===== src/rtl/hdmi_pkg.sv =====
// Shared definitions for the HDMI scan-out controller: register map,
// CTRL/STATUS bit positions, counter width and the raster timing helper.
package hdmi_pkg;

  // Raster counters are 12 bits so the line number fits STATUS[27:16].
  localparam int CNT_W = 12;

  // APB register word offsets (byte address bits [7:2]).
  localparam logic [5:0] REG_CTRL    = 6'h00;
  localparam logic [5:0] REG_STATUS  = 6'h01;
  localparam logic [5:0] REG_FB_LO   = 6'h02;
  localparam logic [5:0] REG_FB_HI   = 6'h03;
  localparam logic [5:0] REG_STRIDE  = 6'h04;

  // CTRL bit positions.
  localparam int CTRL_EN = 0;
  localparam int CTRL_IE = 1;

  // STATUS bit positions.
  localparam int ST_VBLANK    = 0;
  localparam int ST_IRQ       = 1;
  localparam int ST_UNDERFLOW = 2;
  localparam int ST_REQ_DROP  = 3;

  // Total pixels per line or lines per frame from the four timing segments.
  function automatic int frame_total(input int active, input int fp, input int sync, input int bp);
    return active + fp + sync + bp;
  endfunction

endpackage


===== src/rtl/hdmi_if.sv =====
// Bus bundle of the scan-out controller: APB register port, line-fetch
// request channel and pixel stream from the line FIFO.
interface hdmi_if #(
  parameter int AW = 36
);
  // APB
  logic          psel;
  logic          penable;
  logic          pwrite;
  logic [7:0]    paddr;
  logic [31:0]   pwdata;
  logic [31:0]   prdata;
  logic          pready;
  // Line-fetch request
  logic          req_valid;
  logic          req_ready;
  logic [AW-1:0] req_addr;
  // Pixel stream
  logic          pix_valid;
  logic          pix_ready;
  logic [31:0]   pix_data;

  // Controller side: APB slave, request source, pixel sink.
  modport slave (
    input  psel, penable, pwrite, paddr, pwdata,
    output prdata, pready,
    output req_valid, req_addr,
    input  req_ready,
    input  pix_valid, pix_data,
    output pix_ready
  );

  // System side: APB master, request sink, pixel source.
  modport master (
    output psel, penable, pwrite, paddr, pwdata,
    input  prdata, pready,
    input  req_valid, req_addr,
    output req_ready,
    output pix_valid, pix_data,
    input  pix_ready
  );

endinterface


===== src/rtl/hdmi_timing_gen.sv =====
// Raster timing generator: horizontal/vertical counters plus registered
// HSYNC/VSYNC/DE decode. Counters park at (0,0) whenever en is low.
module hdmi_timing_gen
  import hdmi_pkg::*;
#(
  parameter int   H_ACTIVE = 640,
  parameter int   H_FP     = 16,
  parameter int   H_SYNC   = 96,
  parameter int   H_BP     = 48,
  parameter int   V_ACTIVE = 480,
  parameter int   V_FP     = 10,
  parameter int   V_SYNC   = 2,
  parameter int   V_BP     = 33,
  parameter logic SYNC_POL = 1'b0
) (
  input  logic             clk,
  input  logic             rst,
  input  logic             en,
  output logic [CNT_W-1:0] h_cnt,
  output logic [CNT_W-1:0] v_cnt,
  output logic             de_int,
  output logic             hsync,
  output logic             vsync,
  output logic             de
);

  localparam int H_TOTAL = frame_total(H_ACTIVE, H_FP, H_SYNC, H_BP);
  localparam int V_TOTAL = frame_total(V_ACTIVE, V_FP, V_SYNC, V_BP);

  localparam logic [CNT_W-1:0] H_LAST   = CNT_W'(H_TOTAL - 1);
  localparam logic [CNT_W-1:0] V_LAST   = CNT_W'(V_TOTAL - 1);
  localparam logic [CNT_W-1:0] H_ACT    = CNT_W'(H_ACTIVE);
  localparam logic [CNT_W-1:0] V_ACT    = CNT_W'(V_ACTIVE);
  localparam logic [CNT_W-1:0] HS_START = CNT_W'(H_ACTIVE + H_FP);
  localparam logic [CNT_W-1:0] HS_END   = CNT_W'(H_ACTIVE + H_FP + H_SYNC);
  localparam logic [CNT_W-1:0] VS_START = CNT_W'(V_ACTIVE + V_FP);
  localparam logic [CNT_W-1:0] VS_END   = CNT_W'(V_ACTIVE + V_FP + V_SYNC);
  localparam logic [CNT_W-1:0] CNT_ONE  = CNT_W'(1);

  logic [CNT_W-1:0] h_cnt_r;
  logic [CNT_W-1:0] v_cnt_r;
  logic             hs_win_s;
  logic             vs_win_s;

  // Raster counters: one pixel per clock while enabled, held at the origin otherwise.
  always_ff @(posedge clk) begin
    if (rst || !en) begin
      h_cnt_r <= '0;
      v_cnt_r <= '0;
    end else if (h_cnt_r == H_LAST) begin
      h_cnt_r <= '0;
      if (v_cnt_r == V_LAST) begin
        v_cnt_r <= '0;
      end else begin
        v_cnt_r <= v_cnt_r + CNT_ONE;
      end
    end else begin
      h_cnt_r <= h_cnt_r + CNT_ONE;
      v_cnt_r <= v_cnt_r;
    end
  end

  // Unregistered decode of the current counter state into active and sync windows.
  always_comb begin
    de_int   = en && (h_cnt_r < H_ACT) && (v_cnt_r < V_ACT);
    hs_win_s = (h_cnt_r >= HS_START) && (h_cnt_r < HS_END);
    vs_win_s = (v_cnt_r >= VS_START) && (v_cnt_r < VS_END);
  end

  // Registered video timing outputs, idle while disabled.
  always_ff @(posedge clk) begin
    if (rst || !en) begin
      de    <= 1'b0;
      hsync <= ~SYNC_POL;
      vsync <= ~SYNC_POL;
    end else begin
      de    <= de_int;
      hsync <= hs_win_s ? SYNC_POL : ~SYNC_POL;
      vsync <= vs_win_s ? SYNC_POL : ~SYNC_POL;
    end
  end

  assign h_cnt = h_cnt_r;
  assign v_cnt = v_cnt_r;

endmodule


===== src/rtl/hdmi_ctrl.sv =====
// HDMI scan-out controller top: APB register file, per-line fetch request
// generation with per-frame base shadowing, pixel mux and vblank interrupt.
module hdmi_ctrl
  import hdmi_pkg::*;
#(
  parameter int   M_AXI_ADDR_WIDTH = 36,
  parameter int   H_ACTIVE = 640,
  parameter int   H_FP     = 16,
  parameter int   H_SYNC   = 96,
  parameter int   H_BP     = 48,
  parameter int   V_ACTIVE = 480,
  parameter int   V_FP     = 10,
  parameter int   V_SYNC   = 2,
  parameter int   V_BP     = 33,
  parameter logic SYNC_POL = 1'b0
) (
  input  logic        clk,
  input  logic        rst,
  hdmi_if.slave       bus,
  output logic        hsync,
  output logic        vsync,
  output logic        de,
  output logic [23:0] rgb,
  output logic        intr
);

  localparam int AW      = M_AXI_ADDR_WIDTH;
  localparam int V_TOTAL = frame_total(V_ACTIVE, V_FP, V_SYNC, V_BP);
  localparam logic [CNT_W-1:0] V_LAST  = CNT_W'(V_TOTAL - 1);
  localparam logic [CNT_W-1:0] H_ACT   = CNT_W'(H_ACTIVE);
  localparam logic [CNT_W-1:0] V_ACT   = CNT_W'(V_ACTIVE);
  localparam logic [CNT_W-1:0] CNT_ONE = CNT_W'(1);

  // Registers
  logic           en_r, ie_r;
  logic           irq_pend_r, underflow_r, req_drop_r;
  logic [31:0]    fb_lo_r;
  logic [AW-33:0] fb_hi_r;
  logic [31:0]    stride_r;
  logic [AW-1:0]  fb_shadow_r;
  logic           req_valid_r;
  logic [AW-1:0]  req_addr_r;
  logic [23:0]    rgb_r;
  logic           intr_r;

  // Combinational
  logic             wr_s, wr_ctrl_s, wr_status_s;
  logic             en_eff_s;
  logic [CNT_W-1:0] h_cnt_s, v_cnt_s, next_line_s;
  logic             de_int_s;
  logic             req_point_s, irq_set_s, underflow_set_s;
  logic [AW-1:0]    fb_full_s, req_addr_nxt_s;
  logic             irq_pend_nxt_s, underflow_nxt_s, req_drop_nxt_s, ie_nxt_s;
  logic [31:0]      prdata_s;
  logic             unused_s;

  assign wr_s        = bus.psel & bus.penable & bus.pwrite;
  assign wr_ctrl_s   = wr_s && (bus.paddr[7:2] == REG_CTRL);
  assign wr_status_s = wr_s && (bus.paddr[7:2] == REG_STATUS);
  // A write clearing EN stops the raster and fetch on that same edge.
  assign en_eff_s    = en_r & ~(wr_ctrl_s & ~bus.pwdata[CTRL_EN]);
  assign unused_s    = ^{bus.paddr[1:0], bus.pix_data[31:24]};

  hdmi_timing_gen #(
    .H_ACTIVE (H_ACTIVE), .H_FP (H_FP), .H_SYNC (H_SYNC), .H_BP (H_BP),
    .V_ACTIVE (V_ACTIVE), .V_FP (V_FP), .V_SYNC (V_SYNC), .V_BP (V_BP),
    .SYNC_POL (SYNC_POL)
  ) u_timing (
    .clk    (clk),
    .rst    (rst),
    .en     (en_eff_s),
    .h_cnt  (h_cnt_s),
    .v_cnt  (v_cnt_s),
    .de_int (de_int_s),
    .hsync  (hsync),
    .vsync  (vsync),
    .de     (de)
  );

  // Event decode: fetch request point, interrupt point, underflow and next flag values.
  always_comb begin
    next_line_s     = (v_cnt_s == V_LAST) ? '0 : (v_cnt_s + CNT_ONE);
    req_point_s     = en_eff_s && (h_cnt_s == H_ACT) && (next_line_s < V_ACT);
    irq_set_s       = en_eff_s && (v_cnt_s == V_ACT) && (h_cnt_s == '0);
    underflow_set_s = de_int_s && !bus.pix_valid;
    fb_full_s       = {fb_hi_r, fb_lo_r};
    // Line 0 of a frame uses the live base, which is latched into the shadow at that point.
    if (next_line_s == '0) begin
      req_addr_nxt_s = fb_full_s;
    end else begin
      req_addr_nxt_s = fb_shadow_r + (AW'(next_line_s) * AW'(stride_r));
    end
    // Hardware set beats a same-cycle W1C clear.
    if (irq_set_s) begin
      irq_pend_nxt_s = 1'b1;
    end else if (wr_status_s && bus.pwdata[ST_IRQ]) begin
      irq_pend_nxt_s = 1'b0;
    end else begin
      irq_pend_nxt_s = irq_pend_r;
    end
    if (underflow_set_s) begin
      underflow_nxt_s = 1'b1;
    end else if (wr_status_s && bus.pwdata[ST_UNDERFLOW]) begin
      underflow_nxt_s = 1'b0;
    end else begin
      underflow_nxt_s = underflow_r;
    end
    if (req_point_s && req_valid_r && !bus.req_ready) begin
      req_drop_nxt_s = 1'b1;
    end else if (wr_status_s && bus.pwdata[ST_REQ_DROP]) begin
      req_drop_nxt_s = 1'b0;
    end else begin
      req_drop_nxt_s = req_drop_r;
    end
    ie_nxt_s = wr_ctrl_s ? bus.pwdata[CTRL_IE] : ie_r;
  end

  // APB-visible registers and sticky status flags.
  always_ff @(posedge clk) begin
    if (rst) begin
      en_r        <= 1'b0;
      ie_r        <= 1'b0;
      irq_pend_r  <= 1'b0;
      underflow_r <= 1'b0;
      req_drop_r  <= 1'b0;
      fb_lo_r     <= 32'h0000_0000;
      fb_hi_r     <= '0;
      stride_r    <= 32'h0000_0000;
      intr_r      <= 1'b0;
    end else begin
      en_r        <= wr_ctrl_s ? bus.pwdata[CTRL_EN] : en_r;
      ie_r        <= ie_nxt_s;
      irq_pend_r  <= irq_pend_nxt_s;
      underflow_r <= underflow_nxt_s;
      req_drop_r  <= req_drop_nxt_s;
      if (wr_s && (bus.paddr[7:2] == REG_FB_LO)) fb_lo_r <= bus.pwdata;
      if (wr_s && (bus.paddr[7:2] == REG_FB_HI)) fb_hi_r <= bus.pwdata[AW-33:0];
      if (wr_s && (bus.paddr[7:2] == REG_STRIDE)) stride_r <= bus.pwdata;
      intr_r      <= irq_pend_nxt_s & ie_nxt_s;
    end
  end

  // Line-fetch request channel; a new request point overwrites any pending one.
  always_ff @(posedge clk) begin
    if (rst) begin
      req_valid_r <= 1'b0;
      req_addr_r  <= '0;
      fb_shadow_r <= '0;
    end else if (!en_eff_s) begin
      req_valid_r <= 1'b0;
    end else if (req_point_s) begin
      req_valid_r <= 1'b1;
      req_addr_r  <= req_addr_nxt_s;
      if (next_line_s == '0) fb_shadow_r <= fb_full_s;
    end else if (req_valid_r && bus.req_ready) begin
      req_valid_r <= 1'b0;
    end
  end

  // Pixel mux: FIFO data during active video, black on underflow or blanking.
  always_ff @(posedge clk) begin
    if (rst) begin
      rgb_r <= 24'h00_0000;
    end else if (de_int_s && bus.pix_valid) begin
      rgb_r <= bus.pix_data[23:0];
    end else begin
      rgb_r <= 24'h00_0000;
    end
  end

  // APB read mux; unmapped offsets read as zero.
  always_comb begin
    prdata_s = 32'h0000_0000;
    case (bus.paddr[7:2])
      REG_CTRL:   prdata_s = {30'h0, ie_r, en_r};
      REG_STATUS: prdata_s = {4'h0, v_cnt_s, 12'h000, req_drop_r, underflow_r,
                              irq_pend_r, (v_cnt_s >= V_ACT)};
      REG_FB_LO:  prdata_s = fb_lo_r;
      REG_FB_HI:  prdata_s = 32'(fb_hi_r);
      REG_STRIDE: prdata_s = stride_r;
      default:    prdata_s = 32'h0000_0000;
    endcase
  end

  assign bus.prdata    = prdata_s;
  assign bus.pready    = 1'b1;
  assign bus.req_valid = req_valid_r;
  assign bus.req_addr  = req_addr_r;
  assign bus.pix_ready = de_int_s;
  assign rgb           = rgb_r;
  assign intr          = intr_r;

endmodule


===== src/flat_wrapper.sv =====
// flat-port wrapper written by rule: the top's interface ports become plain ports
module hdmi_ctrl_flat import hdmi_pkg::*;
#(
  parameter int   M_AXI_ADDR_WIDTH = 36,
  parameter int   H_ACTIVE = 640,
  parameter int   H_FP     = 16,
  parameter int   H_SYNC   = 96,
  parameter int   H_BP     = 48,
  parameter int   V_ACTIVE = 480,
  parameter int   V_FP     = 10,
  parameter int   V_SYNC   = 2,
  parameter int   V_BP     = 33,
  parameter logic SYNC_POL = 1'b0
)
  (clk, rst, hsync, vsync, de, rgb, intr, bus_psel, bus_penable, bus_pwrite, bus_paddr, bus_pwdata, bus_prdata, bus_pready, bus_req_valid, bus_req_addr, bus_req_ready, bus_pix_valid, bus_pix_data, bus_pix_ready);
  hdmi_if #(.AW(36)) bus_i ();
  input  logic clk;
  input  logic rst;
  output logic hsync;
  output logic vsync;
  output logic de;
  output logic [23:0] rgb;
  output logic intr;
  input wire logic [$bits(bus_i.psel)-1:0] bus_psel;
  input wire logic [$bits(bus_i.penable)-1:0] bus_penable;
  input wire logic [$bits(bus_i.pwrite)-1:0] bus_pwrite;
  input wire logic [$bits(bus_i.paddr)-1:0] bus_paddr;
  input wire logic [$bits(bus_i.pwdata)-1:0] bus_pwdata;
  output wire logic [$bits(bus_i.prdata)-1:0] bus_prdata;
  output wire logic [$bits(bus_i.pready)-1:0] bus_pready;
  output wire logic [$bits(bus_i.req_valid)-1:0] bus_req_valid;
  output wire logic [$bits(bus_i.req_addr)-1:0] bus_req_addr;
  input wire logic [$bits(bus_i.req_ready)-1:0] bus_req_ready;
  input wire logic [$bits(bus_i.pix_valid)-1:0] bus_pix_valid;
  input wire logic [$bits(bus_i.pix_data)-1:0] bus_pix_data;
  output wire logic [$bits(bus_i.pix_ready)-1:0] bus_pix_ready;
  assign bus_i.psel = bus_psel;
  assign bus_i.penable = bus_penable;
  assign bus_i.pwrite = bus_pwrite;
  assign bus_i.paddr = bus_paddr;
  assign bus_i.pwdata = bus_pwdata;
  assign bus_prdata = bus_i.prdata;
  assign bus_pready = bus_i.pready;
  assign bus_req_valid = bus_i.req_valid;
  assign bus_req_addr = bus_i.req_addr;
  assign bus_i.req_ready = bus_req_ready;
  assign bus_i.pix_valid = bus_pix_valid;
  assign bus_i.pix_data = bus_pix_data;
  assign bus_pix_ready = bus_i.pix_ready;
  hdmi_ctrl #(.M_AXI_ADDR_WIDTH(M_AXI_ADDR_WIDTH), .H_ACTIVE(H_ACTIVE), .H_FP(H_FP), .H_SYNC(H_SYNC), .H_BP(H_BP), .V_ACTIVE(V_ACTIVE), .V_FP(V_FP), .V_SYNC(V_SYNC), .V_BP(V_BP), .SYNC_POL(SYNC_POL)) u_core (.clk(clk), .rst(rst), .bus(bus_i), .hsync(hsync), .vsync(vsync), .de(de), .rgb(rgb), .intr(intr));
endmodule

===== config.mk =====
export PLATFORM = sky130hd
export DESIGN_NAME = hdmi_ctrl_flat
export DESIGN_NICKNAME = d
export VERILOG_FILES = /design/src/rtl/hdmi_pkg.sv /design/src/rtl/hdmi_if.sv /design/src/rtl/hdmi_timing_gen.sv /design/src/rtl/hdmi_ctrl.sv /design/src/flat_wrapper.sv
export SDC_FILE = /design/constraint.sdc
export NUM_CORES = 1
export LEC_CHECK = 0
export ABC_CLOCK_PERIOD_IN_PS = 13600
export BUFFER_PORTS_ARGS = -buffer_cell sky130_fd_sc_hd__buf_2
export CAP_MARGIN = 30
export CORE_MARGIN = 3
export CORE_UTILIZATION = 67
export DETAILED_ROUTE_END_ITERATION = 16
export PLACE_DENSITY_LB_ADDON = 0.12
export REMOVE_ABC_BUFFERS = 1
export SLEW_MARGIN = 20
export SYNTH_ARGS = -nofsm -noshare
export SYNTH_HDL_FRONTEND = slang
export SYNTH_SLANG_ARGS = --single-unit

===== constraint.sdc =====
create_clock -name clk -period 13.6 [get_ports clk]
set_clock_uncertainty 0.15 [all_clocks]
set_input_delay 0.68 -clock clk [delete_from_list [all_inputs] [get_ports clk]]
set_output_delay 0.68 -clock clk [all_outputs]
set_load 0.01 [all_outputs]

==> impl_metrics.toml <==
[clocking]
post_cts_buffers = 0
cts_root_buffer = "clkbuf_16"
path_clk_slew_ns = 0.09
htreeDepth = 4
insertion_delay_ns = 0.46
cts_resized = 0
clk_path_buf_depth = 2
cts_buffers = 17
holdBufCountCts = 0
cts.sinks = 198
cts_tree = "yes"

[synthesis]
synth_area_leaders = "fa_1 (32%), dfxtp_1 (20%), nand2_1 (9.8%)"
async_flop_share = 0
ys_warn_count = 0
synthCells = 2317
ys_seq_area_frac = 0.204
syn_avg_cell_area_sq_um = 8.37
yosysTopAreaCell = "fa_1"
synth.top_cell.area_share = 0.318
synth_edf_count = 0
synth.distinct_cells = 76
ys_seq_elements = 198
syn-cell-area_sq_um = 19400
synth_top_flop_cell = "dfxtp_1"

[pwr]
p_sw_frac = 0.259
combPwrFrac = 0.023
total_leakage_power_uw = 0.00943
ir_drop_uv = 75.9
p_per_area_nw_per_um2 = 53.7
switching_power_uw = 293
seq_power_share = 0.514
p_clk_frac = 0.463
internal_power_uw = 836

[final_layout]
fin_util = 0.746
drive_gt1_frac = 0.103
final_common_cell = "nand2_1"
syn_to_final_growth_pct = 8.34
antenna_cells = 0
layoutNonFillerInstCount = 2774
finish.net_count = 2834
final_cell_mix = "nand2_1 (503), inv_1 (363), fa_1 (308), dfxtp_1 (198), buf_2 (165)"

[die]
rows = 61
core_area_sq_um = 28200
start_util = 0.689
dieArea_sq_um = 31000
die_y_microns = 176
fp.dieW_microns = 176
pin_count = 178

[timing]
period_share = 0.593
tightest_slew_ns = 0.964
hold_violations = 0
rsz0062_at_grt = "false"
relSlewSlack = 0.355
max_freq_ghz = 0.124
slew_viol_final = 0
period_minus_slack_ns = 8.06
worst_slack_ns = 5.54
setup_viol = 0
fin_setup_tns_ns = 0

[global_route]
grt.overflow.total = 0
antenna_found_initial = 0
grt_max_degree = 63
grt_pass1_vias = 17300
grt_use_total = 0.365
grt_pass1_wl_microns = 88600

[critical_path]
startpoint_type = "flop"
critPathCaptureType = "flop"
cp_data_required_time_ns = 13.84
cp_slowest_cell = "fa_1"
cp_max_fo = 33
slowest_delay_ns = 0.56
path_common_cell = "fa_1"
path_delay_family = "adder cells"
crit_buf_inv = 5
criticalPathCategory = "flop to flop"
critical_path_arrival_ns = 8.30

[route]
routed_wl_microns = 55200
drtPass1Iterations = 6
avgRoutedWirePerCell_microns = 19.9
drc_errors = 0
vias = 16600
vias_per_cell = 5.99
first_iter_violations = 1325
ant_nets = 0

[worst_hold_path]
hold_class = "input port to flop"

[place]
hpwl_microns = 39200
gp_congestion = 0.938
post-place-ws_ns = 5.54
dp.cells = 2741
portBuffers = 166

[outcome]
outcome = "complete, no violations"

[run]
drv_cap = 0
## cell type report
cell class | count | area (sq um)
fillers | 2131 | 7140
well taps | 378 | 473
clock inverters | 13 | 154
multi-input cells | 1612 | 13600
flip-flops and latches | 198 | 3960
clock buffers | 19 | 433
inverters | 363 | 1360
repair buffers | 191 | 1060
## worst paths after layout
path / cells after the start / from / to / slack, ns
worst max-delay path: 25 / u_core.u_timing.v_cnt[0] / u_core.bus.req_addr[35] / 5.54
worst min-delay path: 2 / bus_pix_data[5] / u_core.rgb[5] / 0.26
worst max register to register: 25 / u_core.u_timing.v_cnt[0] / u_core.bus.req_addr[35] / 5.54
worst min register to register: 2 / u_core.bus.req_addr[31] / u_core.bus.req_addr[31] / 0.31
## synthesized netlist by cell type (23+ instances only)
cell      instances
nor2b_1          25
nor2_1           86
and2_1          125
o21ai_0          34
dfxtp_1         198
xnor2_1          38
fa_1            308
nor3_1           23
clkbuf_1        125
inv_1           363
ha_1             64
nand2_1         505
a21oi_1         154
nand3_1          29
## routing by layer
layer	track usage	wire length, microns
met3	0.0654	5450
met4	0.170	2600
met2	0.613	26900
met1	0.460	20300
met5	0	0
## registers in the layout, indices dropped and copies added (netlist names)
signal and count:
u_core.fb_lo_r 32, u_core.fb_hi_r 4, u_core.fb_shadow_r 36, u_core.intr 1, u_core.u_timing.vsync 1, u_core.u_timing.h_cnt 12, u_core.ie_r 1, u_core.rgb 24
u_core.u_timing.de 1, u_core.req_drop_r 1, u_core.irq_pend_r 1, u_core.bus.req_valid 1, u_core.stride_r 32, u_core.bus.req_addr 36, u_core.en_r 1, u_core.u_timing.v_cnt 12
u_core.u_timing.hsync 1, u_core.underflow_r 1
## power groups by stage
stage / logic [uW] / clock network (uW) / registers (uW)
floorplan: 3.76 / 0 / 593
CTS: 25.2 / 523 / 580
global placement: 24.5 / 0 / 594
detailed placement: 25.1 / 0 / 594
global route: 27.7 / 545 / 580
finish: 25.7 / 523 / 580
## through the flow
stage | total power (uW) | area (sq um) | hold WS [ns]
5_1_grt | 1150 | 21000 | 0.257
3_3_place_gp | 618 | 20400 | 0.288
2_1_floorplan | 597 | 18800 | 0.280
6_report | 1130 | 21000 | 0.264
3_5_place_dp | 619 | 20400 | 0.298
4_1_cts | 1130 | 21000 | 0.254
## kinds of logic after synthesis
group           Yosys count  synth area share
xor+xnor                 57            0.0279
simple gates            859             0.201
flops                   198             0.204
fa+ha+maj               372             0.359
other cells               1          0.000193
mux                       6           0.00310
compound gates          317             0.104
buf+inv                 507             0.100
No activity file was read; power rests on OpenSTA's default activity.
